$ cat config.mk
export PLATFORM = sky130hd
export DESIGN_NAME = fft_frame_sequencer
export DESIGN_NICKNAME = d
export VERILOG_FILES = /design/src/rtl/fft_frame_sequencer.sv
export SDC_FILE = /design/constraint.sdc
export NUM_CORES = 1
export LEC_CHECK = 0
export ABC_CLOCK_PERIOD_IN_PS = 2600
export CORE_UTILIZATION = 41
export CTS_CLUSTER_SIZE = 12
export DETAILED_ROUTE_END_ITERATION = 10
export PLACE_DENSITY = 0.82
export SETUP_SLACK_MARGIN = 0.2
export SYNTH_ARGS = -nofsm -noshare
export SYNTH_HDL_FRONTEND = slang
export SYNTH_SLANG_ARGS = --single-unit
$ cat constraint.sdc
create_clock -name clk -period 2.6 [get_ports clk]
set_clock_uncertainty 0.1 [all_clocks]
set_input_delay 0.52 -clock clk [delete_from_list [all_inputs] [get_ports clk]]
set_output_delay 0.52 -clock clk [all_outputs]
set_load 0.005 [all_outputs]
$ cat src/rtl/fft_frame_sequencer.sv
// Frame sequencer for the FFT path: packs samples into a shift-register FIFO and
// bursts each full frame into the FFT core. It then waits for completion and clears the FIFO.
module fft_frame_sequencer #(
  parameter int unsigned DWIDTH    = 32,
  parameter int unsigned FRAME_LEN = 128,
  parameter int unsigned TIMEOUT   = 4096
) (
  input  logic              clk,
  input  logic              n_rst,
  input  logic              enable,
  input  logic              s_valid,
  input  logic [DWIDTH-1:0] s_data,
  output logic              s_ready,
  output logic              fifo_wr_ce,
  output logic              fifo_rd_ce,
  output logic              fifo_clr,
  output logic [DWIDTH-1:0] fifo_data_in,
  input  logic [DWIDTH-1:0] fifo_data_out,
  input  logic              fifo_error,
  output logic              fft_start,
  output logic              fft_in_valid,
  output logic [DWIDTH-1:0] fft_in_data,
  output logic              fft_in_last,
  input  logic              fft_done,
  output logic              busy,
  output logic [15:0]       frame_cnt,
  output logic              overrun,
  output logic              fault
);

  localparam int unsigned CW = 8;
  localparam int unsigned TW = 16;
  localparam logic [CW-1:0] LAST_IDX = CW'(FRAME_LEN - 1);
  localparam logic [TW-1:0] TMO_IDX  = TW'(TIMEOUT - 1);

  typedef enum logic [1:0] {FILL, LOAD, WAIT_FFT, CLEAR} state_e;

  state_e        state_q, state_d;
  logic [CW-1:0] wcnt_q, wcnt_d;
  logic [CW-1:0] rcnt_q, rcnt_d;
  logic [TW-1:0] tcnt_q, tcnt_d;
  logic [15:0]   frame_cnt_q, frame_cnt_d;
  logic          overrun_q, overrun_d;
  logic          fault_q, fault_d;
  logic          done_q, done_d;

  // State register
  always_ff @(posedge clk) begin
    if (!n_rst) begin
      state_q     <= FILL;
      wcnt_q      <= '0;
      rcnt_q      <= '0;
      tcnt_q      <= '0;
      frame_cnt_q <= '0;
      overrun_q   <= 1'b0;
      fault_q     <= 1'b0;
      done_q      <= 1'b0;
    end else begin
      state_q     <= state_d;
      wcnt_q      <= wcnt_d;
      rcnt_q      <= rcnt_d;
      tcnt_q      <= tcnt_d;
      frame_cnt_q <= frame_cnt_d;
      overrun_q   <= overrun_d;
      fault_q     <= fault_d;
      done_q      <= done_d;
    end
  end

  // Next-state and strobe decode
  always_comb begin
    state_d      = state_q;
    wcnt_d       = wcnt_q;
    rcnt_d       = rcnt_q;
    tcnt_d       = tcnt_q;
    frame_cnt_d  = frame_cnt_q;
    overrun_d    = overrun_q;
    fault_d      = fault_q;
    done_d       = done_q;
    s_ready      = 1'b0;
    fifo_wr_ce   = 1'b0;
    fifo_rd_ce   = 1'b0;
    fifo_clr     = 1'b0;
    fft_start    = 1'b0;
    fft_in_valid = 1'b0;
    fft_in_last  = 1'b0;
    fft_in_data  = '0;
    fifo_data_in = s_data;

    case (state_q)
      FILL: begin
        s_ready    = enable;
        fifo_wr_ce = s_valid && enable;
        if (s_valid && enable) begin
          if (wcnt_q == LAST_IDX) begin
            wcnt_d  = '0;
            state_d = LOAD;
          end else begin
            wcnt_d = wcnt_q + CW'(1);
          end
        end
      end
      LOAD: begin
        fifo_rd_ce   = 1'b1;
        fft_in_valid = 1'b1;
        fft_in_data  = fifo_data_out;
        fft_start    = (rcnt_q == '0);
        fft_in_last  = (rcnt_q == LAST_IDX);
        if (rcnt_q == LAST_IDX) begin
          rcnt_d  = '0;
          tcnt_d  = '0;
          state_d = WAIT_FFT;
        end else begin
          rcnt_d = rcnt_q + CW'(1);
        end
      end
      WAIT_FFT: begin
        // Completion takes priority over a coincident timeout expiry
        if (fft_done) begin
          done_d  = 1'b1;
          state_d = CLEAR;
        end else if ((TIMEOUT != 0) && (tcnt_q == TMO_IDX)) begin
          done_d  = 1'b0;
          fault_d = 1'b1;
          state_d = CLEAR;
        end else begin
          tcnt_d = tcnt_q + TW'(1);
        end
      end
      CLEAR: begin
        fifo_clr = 1'b1;
        if (done_q) frame_cnt_d = frame_cnt_q + 16'd1;
        done_d  = 1'b0;
        state_d = FILL;
      end
      default: state_d = FILL;
    endcase

    if (s_valid && enable && (state_q != FILL)) overrun_d = 1'b1;
    if (fifo_error) fault_d = 1'b1;

    // Reset is synchronous, so strobes are forced low for the whole reset cycle
    if (!n_rst) begin
      s_ready      = 1'b0;
      fifo_wr_ce   = 1'b0;
      fifo_rd_ce   = 1'b0;
      fifo_clr     = 1'b0;
      fft_start    = 1'b0;
      fft_in_valid = 1'b0;
      fft_in_last  = 1'b0;
      fft_in_data  = '0;
    end
  end

  assign busy      = (state_q != FILL);
  assign frame_cnt = frame_cnt_q;
  assign overrun   = overrun_q;
  assign fault     = fault_q;

endmodule

==> results.md <==
* FFs w/ async S/R, synth at 0
* Setup crit end: fifo_wr_ce
* Share of the synthesized area in the top cell type at 0.335
* Worst r2r src: tcnt_q[1]
* Syn Inst Count at 397
* Layout overhead on the synthesized area at 39.6%
* Boundary pin count at 160
* Setup TNS at 0 ps
* Inserted Diodes at 0
* Largest net degree at the start of global routing at 19
* CP endpoint kind: primary output
* Synthesized area per cell at 7.97 um2
* Routed vias at between 3000 and 4000
* GR peak layer: met2
* Worst endpoint required time at 1980 ps
* Pleak at 2.05 nW
* CTS tree: done
* DP Area at 4030 um2
* GR Layer Usage met2 at 0.373
* Mux contribution to synthesized area at 0.0162
* Warnings, synthesis at 0
* Die W at 89.9 um
* Via density per instance at around 5.4
* CTS Buf Count at 5
* Post-synth top area cell: dfxtp_1
* Area of the multi-input gates at 1810 um2
* Predominant post-synthesis flop cell: dfxtp_1
* Final ANT Viol Nets at 0
* Reg clk slew, reported paths at 100 ps
* Reg area at 1070 um2
* CORE AREA at between 7000 and 8000 um2
* FP Rows at 31
* Post-cts hold buffer count at 0
* Library cells used by synthesis at 48
* Clk sinks at 53
* Detailed Route WL at about 8.5 mm
* Final worst slack at roughly 180 ps
* Slew Limit Fails at 0
* Initial DRC Count at 213
* # DRC at 0
* Largest family of logic cells by synthesized area: simple AND/OR/NAND/NOR gates
* Peak supply drop at 193 uV
* Met3 Use GR at 0.0482
* Worst rel slew slack at 0.633
* Detailed Place HPWL at between 5 and 6 mm
* Setup Viol. Count Final at 0
* Wire length per cell at 14.4 um
* Compound-cell area share of the yosys netlist at 0.125
* Seq/Total Area, Yosys at 0.335
* Clk Latency, worst-skew pair at 320 ps
* Synth area leaders: dfxtp_1 (34%), buf_4 (8.1%), and3_1 (7.3%)
* Cell Area, Synth at 3160 um2
* Die area at 8070 um2
* Slew @ Worst Pin at ~540 ps
* Pwr dens at 320 nW/um2
* Post-synthesis net count at ~480
* Clk buf depth at 2
* Vias in the first global route at 3119
* Post-synthesis xor/xnor area fraction at 0.0526
* Placed cells at 556
* First-pass GRT wire length at between 10 and 15 mm
* Reg2reg end: state_q[1]
* Finished Layout Cells at between 500 and 600
* Initial Util at 0.429
* Fillers at 609
* Met1 Use GR at 0.233
* Die H at 89.9 um
* Tmin final at between 2000 and 2500 ps
* Final net count at 564
* Arrival @ worst endpoint at 1800 ps
* Initial antenna violation count at 0
* Post-synth EDFFs at 0
* Max-cap viol count at 0
* Outcome: complete, no violations
* Drt pass-1 iters at 5
* RSZ-0062 raised after global routing: yes
* Share of layout cells above drive strength 1 at 0.156
* Yosys reg bits at between 50 and 60
* Startpoint types: input pin
* Share of synthesized cell area in full adder, half adder and majority cells at 0.0356
* Final Hold Viols at 0
* Setup crit start: n_rst
* Max Freq at 413 MHz
* R2r setup slk at 300 ps
* Total track usage at 0.206
* CP Max Fanout at 5
* Tcrit/Tclk final at 0.932
* DP Worst Slack at -58.3 ps
* GRT overflow at 0
* Routability cong. at approximately 0.86
* Worst Hold Class: reg2reg
* WS Path Type: in2out
* Clk root buf: clkbuf_8
* Power, Total at 1.41 mW
* Htree depth at 2
* R2R cell count at 6
* Fin area at 4420 um2
* Number of buffers added on ports at 95
* Simple-gate share of the synthesized area at 0.321
[Yosys cell counts, types with 2 or more instances]
| library cell | instances |
|---|---|
| or4_1 | 6 |
| nor3_1 | 6 |
| inv_1 | 8 |
| nand3_1 | 14 |
| nand2_1 | 51 |
| xnor2_1 | 6 |
| ha_1 | 9 |
| nand4_1 | 12 |
| nor2_1 | 34 |
| and3_1 | 37 |
| a21oi_1 | 21 |
| o21a_1 | 4 |
| and2_1 | 6 |
| mux2i_1 | 4 |
| o32ai_1 | 4 |
| or2_2 | 4 |
| dfxtp_1 | 53 |
| buf_4 | 34 |
| and4_1 | 4 |
| o21ai_0 | 14 |
| clkbuf_1 | 14 |
| nor4_1 | 4 |
| nor2b_1 | 2 |
| o221a_2 | 3 |
| or3_1 | 8 |
| xor2_1 | 13 |
[cell type report]
type | instances | area share
multi-input cells | 285 | 0.411
repair buffers | 131 | 0.291
flip-flops and latches | 53 | 0.241
well taps | 99 | 0.0280
clock buffers | 5 | 0.0156
inverters | 9 | 0.00765
clock inverters | 3 | 0.00567
[state kept, by name, indices dropped and copies added (netlist names)]
name and count:
done_q 1, fault 1, frame_cnt 16, overrun 1
rcnt_q 8, state_q 2, tcnt_q 16, wcnt_q 8
[through the flow]
step | hold slack, ps | utilization
after floorplan | 339 | -
after global placement | 349 | 0.547
after detailed placement | 362 | 0.547
after CTS | 386 | 0.572
after global routing | 405 | 0.599
final | 381 | 0.599
[how the worst min path moves through the flow]
stage	from	endpoint	depth (start not counted)
CTS	overrun	overrun	2
global route	fault	fault	1
finish	overrun	overrun	2
floorplan	tcnt_q[15]	tcnt_q[15]	2
detailed placement	overrun	overrun	2
global placement	overrun	overrun	2
[timing repair]
| item | in CTS | in global routing |
|---|---|---|
| gates cloned | 2 | 1 |
| setup buffers | 5 | 13 |
| endpoints found under the setup margin | 39 | 37 |
| pin swaps | 3 | 5 |
| gates resized for setup | 34 | 30 |
[layout by cell type (no fill, tap or decap), drive strengths merged, types with 4 or more instances in the layout]
master | synthesis | layout
nand2 | 51 | 51
or2 | 5 | 5
xnor2 | 6 | 6
and4 | 4 | 4
or3 | 8 | 8
and3 | 38 | 38
o32ai | 4 | 4
buf | 37 | 36
and2 | 6 | 6
nand4 | 12 | 12
o21ai | 14 | 14
a21oi | 21 | 21
nor4 | 4 | 4
inv | 8 | 9
nor3 | 6 | 6
mux2i | 4 | 4
xor2 | 13 | 13
nand3 | 15 | 15
nor2 | 34 | 34
dfxtp | 53 | 53
dlygate4sd2 | 0 | 19
clkdlybuf4s50 | 0 | 58
clkbuf | 14 | 6
dlymetal6s2s | 0 | 16
ha | 9 | 9
o21a | 4 | 4
or4 | 7 | 7
[per-layer routing]
layer,wire length [um],part of all wire
met2,4210,0.50
met4,170,0.020
met5,0,0
met3,633,0.075
met1,3440,0.41
[report_power, final]
| part | internal [mW] | total [mW] | switching (mW) |
|---|---|---|---|
| clock network | 0.195 | 0.490 | 0.295 |
| logic | 0.0669 | 0.108 | 0.0408 |
| registers | 0.814 | 0.816 | 0.00194 |
| total | 1.08 | 1.41 | 0.337 |
[logic make-up (layout without fill, tap and decap cells)]
| logic type | after synthesis | in the layout |
|---|---|---|
| AO/OA/AOI/OAI | 56 | 57 |
| XOR/XNOR | 19 | 19 |
| adder cells (fa/ha/maj) | 9 | 9 |
| buffers and inverters | 60 | 148 |
| flip-flops | 53 | 53 |
| multiplexers | 5 | 5 |
| AND/OR/NAND/NOR | 195 | 195 |
[worst max-delay path, cell delays in order]
cell and delay [ps]:
clkdlybuf4s15_1 310, buf_4 190, and3_1 160, and2_1 120, clkdlybuf4s50_1 490
Note: power is estimated with default switching activity, not from simulation.
